### config.mk
export PLATFORM = sky130hd
export DESIGN_NAME = mips_multicycle_control
export DESIGN_NICKNAME = d
export VERILOG_FILES = /design/src/rtl/mips_multicycle_control.sv
export SDC_FILE = /design/constraint.sdc
export NUM_CORES = 1
export LEC_CHECK = 0
export BUFFER_PORTS_ARGS = -buffer_cell sky130_fd_sc_hd__buf_2
export CORE_MARGIN = 4
export CORE_UTILIZATION = 25
export DETAILED_ROUTE_END_ITERATION = 8
export PLACE_DENSITY = 0.61
export SYNTH_ARGS = -nofsm -noshare
export SYNTH_HDL_FRONTEND = slang
export SYNTH_SLANG_ARGS = --single-unit
### constraint.sdc
create_clock -name clk -period 2 [get_ports clk]
set_input_delay 0.4 -clock clk [delete_from_list [all_inputs] [get_ports clk]]
set_output_delay 0.4 -clock clk [all_outputs]
set_load 0.01 [all_outputs]
### src/rtl/mips_multicycle_control.sv
// Main control unit for the multicycle MIPS datapath: a Moore FSM that decodes
// the IR opcode and drives every datapath enable, mux select and alu_op.
module mips_multicycle_control (
  input  logic       clk,
  input  logic       rst_n,
  input  logic [5:0] opcode,
  input  logic       mem_ready,
  output logic [1:0] alu_op,
  output logic       pc_write,
  output logic       pc_write_cond,
  output logic       ir_write,
  output logic       mem_read,
  output logic       mem_write,
  output logic       reg_write,
  output logic       i_or_d,
  output logic       mem_to_reg,
  output logic       reg_dst,
  output logic       alu_src_a,
  output logic [1:0] alu_src_b,
  output logic [1:0] pc_source,
  output logic       instr_done,
  output logic       illegal_op,
  output logic [3:0] state
);

  localparam logic [5:0] OP_RTYPE = 6'b000000;
  localparam logic [5:0] OP_LW    = 6'b100011;
  localparam logic [5:0] OP_SW    = 6'b101011;
  localparam logic [5:0] OP_BEQ   = 6'b000100;
  localparam logic [5:0] OP_J     = 6'b000010;
  localparam logic [5:0] OP_ADDI  = 6'b001000;

  typedef enum logic [3:0] {
    S_IDLE      = 4'd0,
    S_FETCH     = 4'd1,
    S_DECODE    = 4'd2,
    S_MEM_ADDR  = 4'd3,
    S_MEM_READ  = 4'd4,
    S_MEM_WB    = 4'd5,
    S_MEM_WRITE = 4'd6,
    S_EXECUTE   = 4'd7,
    S_R_WB      = 4'd8,
    S_BRANCH    = 4'd9,
    S_JUMP      = 4'd10,
    S_ADDI_EX   = 4'd11,
    S_ADDI_WB   = 4'd12
  } state_t;

  state_t r_state;
  logic   w_op_legal;

  assign w_op_legal = (opcode == OP_RTYPE) || (opcode == OP_LW) || (opcode == OP_SW) ||
                      (opcode == OP_BEQ) || (opcode == OP_J) || (opcode == OP_ADDI);
  assign state = r_state;

  // State register; reset parks the FSM in IDLE so all decoded outputs drop at once.
  always_ff @(posedge clk or negedge rst_n) begin
    if (!rst_n) begin
      r_state <= S_IDLE;
    end else begin
      case (r_state)
        S_IDLE:      r_state <= S_FETCH;
        S_FETCH:     r_state <= mem_ready ? S_DECODE : S_FETCH;
        S_DECODE: begin
          case (opcode)
            OP_LW, OP_SW: r_state <= S_MEM_ADDR;
            OP_RTYPE:     r_state <= S_EXECUTE;
            OP_BEQ:       r_state <= S_BRANCH;
            OP_J:         r_state <= S_JUMP;
            OP_ADDI:      r_state <= S_ADDI_EX;
            default:      r_state <= S_FETCH;
          endcase
        end
        S_MEM_ADDR: begin
          if (opcode == OP_LW) begin
            r_state <= S_MEM_READ;
          end else if (opcode == OP_SW) begin
            r_state <= S_MEM_WRITE;
          end else begin
            r_state <= S_FETCH;
          end
        end
        S_MEM_READ:  r_state <= mem_ready ? S_MEM_WB : S_MEM_READ;
        S_MEM_WB:    r_state <= S_FETCH;
        S_MEM_WRITE: r_state <= mem_ready ? S_FETCH : S_MEM_WRITE;
        S_EXECUTE:   r_state <= S_R_WB;
        S_R_WB:      r_state <= S_FETCH;
        S_BRANCH:    r_state <= S_FETCH;
        S_JUMP:      r_state <= S_FETCH;
        S_ADDI_EX:   r_state <= S_ADDI_WB;
        S_ADDI_WB:   r_state <= S_FETCH;
        default:     r_state <= S_FETCH;
      endcase
    end
  end

  // Moore output decode; only FETCH and MEM_WRITE look at mem_ready.
  always_comb begin
    alu_op        = 2'b00;
    pc_write      = 1'b0;
    pc_write_cond = 1'b0;
    ir_write      = 1'b0;
    mem_read      = 1'b0;
    mem_write     = 1'b0;
    reg_write     = 1'b0;
    i_or_d        = 1'b0;
    mem_to_reg    = 1'b0;
    reg_dst       = 1'b0;
    alu_src_a     = 1'b0;
    alu_src_b     = 2'b00;
    pc_source     = 2'b00;
    instr_done    = 1'b0;
    illegal_op    = 1'b0;
    case (r_state)
      S_FETCH: begin
        mem_read  = 1'b1;
        alu_src_b = 2'b01;
        ir_write  = mem_ready;
        pc_write  = mem_ready;
      end
      S_DECODE: begin
        alu_src_b  = 2'b11;
        illegal_op = ~w_op_legal;
      end
      S_MEM_ADDR: begin
        alu_src_a = 1'b1;
        alu_src_b = 2'b10;
      end
      S_MEM_READ: begin
        mem_read = 1'b1;
        i_or_d   = 1'b1;
      end
      S_MEM_WB: begin
        reg_write  = 1'b1;
        mem_to_reg = 1'b1;
        instr_done = 1'b1;
      end
      S_MEM_WRITE: begin
        mem_write  = 1'b1;
        i_or_d     = 1'b1;
        instr_done = mem_ready;
      end
      S_EXECUTE: begin
        alu_src_a = 1'b1;
        alu_op    = 2'b10;
      end
      S_R_WB: begin
        reg_write  = 1'b1;
        reg_dst    = 1'b1;
        instr_done = 1'b1;
      end
      S_BRANCH: begin
        alu_src_a     = 1'b1;
        alu_op        = 2'b01;
        pc_write_cond = 1'b1;
        pc_source     = 2'b01;
        instr_done    = 1'b1;
      end
      S_JUMP: begin
        pc_write   = 1'b1;
        pc_source  = 2'b10;
        instr_done = 1'b1;
      end
      S_ADDI_EX: begin
        alu_src_a = 1'b1;
        alu_src_b = 2'b10;
      end
      S_ADDI_WB: begin
        reg_write  = 1'b1;
        instr_done = 1'b1;
      end
      default: begin
        alu_op = 2'b00;
      end
    endcase
  end

endmodule

==> results of run 1 <==
layout make-up:
cell class | count | area share (%)
clock buffers | 3 | 2.71
inverters | 1 | 0.451
multi-input cells | 64 | 49.2
flip-flops and latches | 4 | 12.0
well taps | 27 | 4.06
repair buffers | 43 | 31.6
worst max-delay path by stage:
| stage | startpoint | to | cells after the start |
|---|---|---|---|
| 2_1_floorplan | opcode[2] | illegal_op | 3 |
| 3_3_place_gp | opcode[2] | illegal_op | 5 |
| 3_5_place_dp | opcode[2] | illegal_op | 5 |
| 4_1_cts | opcode[5] | illegal_op | 5 |
| 5_1_grt | opcode[3] | illegal_op | 5 |
| 6_report | opcode[3] | illegal_op | 5 |
worst reg2reg max path, cell delays in order (launching register included):
cell,delay (ps)
dfrtp_1,520
buf_4,220
nor4bb_1,340
nand3_1,150
o221ai_1,180
cell families after synthesis:
| group | count (synthesis) | share of synthesized area [%] |
|---|---|---|
| AO/OA/AOI/OAI | 23 | 29.0 |
| XOR/XNOR | 2 | 3.28 |
| buffers and inverters | 7 | 6.32 |
| flip-flops | 4 | 18.7 |
| AND/OR/NAND/NOR | 39 | 42.6 |
power by group through the flow:
stage / registers, mW / clock network, mW / logic [mW]
floorplan: 0.139 / 0 / 0.270
global placement: 0.140 / 0 / 0.434
detailed placement: 0.138 / 0 / 0.440
CTS: 0.137 / 0.107 / 0.446
global route: 0.142 / 0.115 / 0.499
finish: 0.137 / 0.102 / 0.445
layer usage:
metal	part of all wire, %	up-vias	global-route usage [%]
met1	42	325	14.4
met3	9.4	2	3.00
met4	0.86	0	4.98
li1	-	358	-
met5	0	-	0
met2	47	27	21.3
cell usage after synthesis (all sizes together) (2+ instances only):
master,instances,area [µm²]
nor3,3,15.0
dfrtp,4,100
nor2,9,33.8
nand2b,8,50.1
a21boi,2,15.0
nor4b,2,17.5
a21oi,4,20.0
o221ai,2,17.5
nor3b,2,15.0
clkbuf,4,15.0
nand2,3,11.3
buf,2,15.0
o211ai,3,22.5
or3,2,12.5
nor4bb,2,20.0
o21ai,6,30.0
a211oi,2,15.0
nor2b,3,18.8
what timing repair did:
| item | 4_1_cts | 5_1_grt |
|---|---|---|
| gates resized for setup | 2 | 2 |
| hold endpoints to repair | 4 | 0 |
| pin swaps | 3 | 2 |
| setup buffers | 2 | 1 |
| setup endpoints to repair | 1 | 1 |
| cloned | 0 | 0 |
| hold buffers | 1 | 0 |
stage by stage:
stage | setup WS (ps) | total power, mW
after floorplan | 139 | 0.409
after global placement | -66.9 | 0.574
after detailed placement | -115 | 0.578
after CTS | -76.2 | 0.691
after global routing | -88.1 | 0.756
final | -52.0 | 0.684
==> results.json, run 1 <==
{
  "status": "finished, violations left",
  "violations": "setup timing",
  "p_leak_nw": 0.398,
  "path_class": "primary input to output pin",
  "chipHeight_um": 54.2,
  "synth-edff-count": 0,
  "synth.distinct_cells": 30,
  "largest_register_ffs": 4,
  "wirelength_um": 1640,
  "worstMarginPinSlew_ps": 303,
  "stdcell_count": 142,
  "cts_root_buf": "clkbuf_4",
  "gr-total-overflow": 0,
  "grt_pass1_vias": 641,
  "cp-start-kind": "primary input",
  "cts_made_buffers": 3,
  "place_inst": 135,
  "netSwitchingPower_mw": 0.303,
  "io_pins": 31,
  "syn2layout_area_growth_pct": 55.7,
  "syn_avg_cell_area_um2": 7.12,
  "hold_viol": 0,
  "drtIter0Drc": 7,
  "path_delay_family": "simple AND/OR/NAND/NOR gates",
  "max_slew_margin_pct": 79.5,
  "ys_seq_elements": 4,
  "crit_fanout": 2,
  "final_core_util_pct": 41.6,
  "htree_levels": 1,
  "finalSetupTns_ps": -52.0,
  "cts.sinks": 4,
  "coreArea_mm2": 0.00200,
  "synthesis.area_um2": 534,
  "place_area_um2": 756,
  "dp_hpwl_um": 1210,
  "clk-insertion-delay-late_ps": 240,
  "rr_endpoint": "state[1]",
  "arrival_ps": 1650,
  "power_frac_clock_pct": 14.9,
  "vias": 712,
  "cpPeakStageDelay_ps": 520,
  "reg2reg_depth": 4,
  "wire_per_inst_um": 11.5,
  "layout_common_cells": "buf_2, buf_4, nor2_1",
  "multi_input_area_um2": 409,
  "nFillCells": 234,
  "port_buffers": 30,
  "cts.clk_slew.worst_paths_ps": 40,
  "setup_ws_ps": -52.0,
  "antenna_found_initial": 0,
  "powerDensity_mw_per_mm2": 822,
  "critPathBufInv": 2,
  "start_util_pct": 26.7,
  "nNetsFinal": 126,
  "num_rows": 16,
  "p_int_mw": 0.381,
  "ys_warn_count": 0,
  "ir_drop_v": 0.000309,
  "p_seq_share_pct": 20.1,
  "slew_violations": 0,
  "maxCapViolations": 0,
  "drive_gt1_share_pct": 41.7,
  "synth_ff_type": "dfrtp_1",
  "place.gp.congestion": 0.742,
  "grt_max_degree": 18,
  "fp.dieArea_mm2": 0.00294,
  "min_period_over_period_pct": 103,
  "p_sw_share_pct": 44.3,
  "crit_path_end_kind": "output pin",
  "drcViolationCount": 0,
  "register_area_um2": 100,
  "fin_crit_ps": 2050,
  "syn_inst": 75,
  "timing.rr.start": "state[0]",
  "diodes": 0,
  "final_antenna_net_count": 0,
  "whs_ps": 492,
  "setup_viol": 1,
  "ff2ff_setup_slack_ps": 510,
  "rsz0062_at_grt": "yes",
  "cp.required_ps": 1600,
  "hold_class": "primary input to asynchronous set/reset pin",
  "slowest_stage": "or4_4",
  "combPwrFrac_pct": 65.0,
  "stdcell_area_um2": 832,
  "syn-num-nets": 84,
  "final_common_cell": "buf_2",
  "finClkSkew_ps": 1.76,
  "die_w_um": 54.2,
  "max_clock_freq_mhz": 487,
  "crit_chain": "buf_6 -> or4_4 -> or3_4 -> and4_1 -> buf_2",
  "ctsLongestPathBuffers": 2,
  "grt_pass1_wl_um": 2680,
  "cts_tree": "yes",
  "async_reset_ff_share_pct": 100,
  "firstDrtPassIters": 4,
  "ys_seq_area_share_pct": 18.7,
  "gr-usage-all-layers_pct": 12.3,
  "viasPerCell": 5.01
}
Power figures use the tool's default switching activity.
==> inputs of run 2 (changes only) <==
Settings changed: GPL_TIMING_DRIVEN set to 0.
==> run 2 against run 1 <==
Against the previous run: the run still ends with setup timing left; die area is the same; utilization fell by 0.94 points; clock-buffer cell count did not move; maximum frequency grew 0.24%; combinational power fell by 3%; cell count down 2.1%; flip-flop and latch count did not move; worst hold slack improved by 1.5 ps; largest cell class unchanged; largest power group unchanged.
==> results.json, run 2 (synthesized netlist as in run 1, its figures left out) <==
{
  "crit_chain": "buf_6 -> or4_4 -> or3_4 -> and4_1 -> buf_2",
  "cp.required_ps": 1600,
  "status": "finished, violations left",
  "max_clock_freq_mhz": 489,
  "final_common_cell": "buf_2",
  "violations": "setup timing",
  "crit_fanout": 2,
  "cts.sinks": 4,
  "gr-usage-all-layers_pct": 11.9,
  "largest_register_ffs": 4,
  "coreArea_mm2": 0.00200,
  "setup_viol": 1,
  "grt_pass1_wl_um": 2590,
  "wirelength_um": 1660,
  "stdcell_area_um2": 813,
  "fp.dieArea_mm2": 0.00294,
  "path_delay_family": "simple AND/OR/NAND/NOR gates",
  "crit_path_end_kind": "output pin",
  "drive_gt1_share_pct": 42.9,
  "hold_class": "primary input to asynchronous set/reset pin",
  "antenna_found_initial": 0,
  "grt_pass1_vias": 649,
  "chipHeight_um": 54.2,
  "cts.clk_slew.worst_paths_ps": 40,
  "dp_hpwl_um": 1280,
  "slowest_stage": "or4_4",
  "cts_tree": "yes",
  "wire_per_inst_um": 12.0,
  "firstDrtPassIters": 4,
  "reg2reg_depth": 4,
  "drtIter0Drc": 15,
  "nFillCells": 218,
  "slew_violations": 0,
  "layout_common_cells": "buf_2, nor2_1, nand2b_1",
  "worstMarginPinSlew_ps": 385,
  "maxCapViolations": 0,
  "p_leak_nw": 0.385,
  "io_pins": 31,
  "cts_root_buf": "clkbuf_4",
  "vias": 685,
  "viasPerCell": 4.93,
  "drcViolationCount": 0,
  "dp_slack_ps": -136,
  "powerDensity_mw_per_mm2": 830,
  "nNetsFinal": 123,
  "arrival_ps": 1650,
  "htree_levels": 1,
  "place.gp.congestion": 0.804,
  "hold_viol": 0,
  "cts_made_buffers": 3,
  "die_w_um": 54.2,
  "cpPeakStageDelay_ps": 520,
  "port_buffers": 30,
  "max_slew_margin_pct": 74.0,
  "critPathBufInv": 2,
  "grt_max_degree": 11,
  "start_util_pct": 26.7,
  "setup_ws_ps": -47.1,
  "rsz0062_at_grt": "yes",
  "whs_ps": 494,
  "ctsLongestPathBuffers": 2,
  "cp-start-kind": "primary input",
  "finalSetupTns_ps": -47.1,
  "ir_drop_v": 0.000309,
  "syn2layout_area_growth_pct": 52.2,
  "path_depth": 5,
  "min_period_over_period_pct": 102,
  "num_rows": 16,
  "path_class": "primary input to output pin",
  "gr-total-overflow": 0,
  "fin_crit_ps": 2050,
  "finClkSkew_ps": 4.99,
  "diodes": 0,
  "place_area_um2": 718,
  "final_antenna_net_count": 0,
  "clk-insertion-delay-late_ps": 240
}
run 2: cell count changes in the layout (fill, tap and decap cells not counted), sizes merged:
cell,change
buf,-7
clkbuf,+4
run 2: final cells by class:
type | instances | area [µm²] | area share [%]
multi-input combinational | 64 | 422 | 51.8
timing repair buffer | 34 | 195 | 24.0
sequential | 4 | 101 | 12.5
buffer | 6 | 35.0 | 4.31
tap | 27 | 33.8 | 4.15
clock buffer | 3 | 22.5 | 2.77
inverter | 1 | 3.75 | 0.462
run 2: per-layer routing:
metal	vias to the layer above	routed length [µm]	track usage (%)
met2	24	788	20.1
met5	-	0	0
met1	307	727	14.8
met4	0	12	7.88
li1	352	-	-
met3	2	135	0
run 2: stage by stage:
stage	total power [mW]	instances	utilization (%)
4_1_cts	0.667	139	39.4
6_report	0.675	139	40.6
2_1_floorplan	0.409	75	-
5_1_grt	0.750	139	40.6
3_5_place_dp	0.554	132	35.9
3_3_place_gp	0.545	132	35.9
run 2: timing repair:
item / CTS / global route
hold buffers: 1 / 0
hold endpoints to repair: 4 / 0
gates resized for setup: 4 / 12
setup buffers: 3 / 0
pin swaps: 3 / 1
endpoints found under the setup margin: 1 / 8
run 2: where the power goes:
part | internal (mW) | total [mW] | leakage (nW) | switching (mW)
sequential | 0.103 | 0.143 | 0.0512 | 0.0400
clock | 0.0672 | 0.102 | 0.0138 | 0.0344
combinational | 0.199 | 0.431 | 0.320 | 0.232
run 2: worst register-to-register path: stages (launching register included):
cell and delay (ps):
dfrtp_1 470, clkbuf_2 280, nor3b_1 310, a2bb2oi_1 120, o211ai_1 110
run 2: final timing paths:
check	startpoint	to	slack, ps
hold / removal	rst_n	state[3]	490
setup reg to reg	state[2]	state[2]	620
setup / recovery	opcode[4]	illegal_op	-50
hold reg to reg	state[0]	state[0]	750
min in group clk	opcode[3]	state[1]	510
max in group asynchronous	rst_n	state[0]	1380
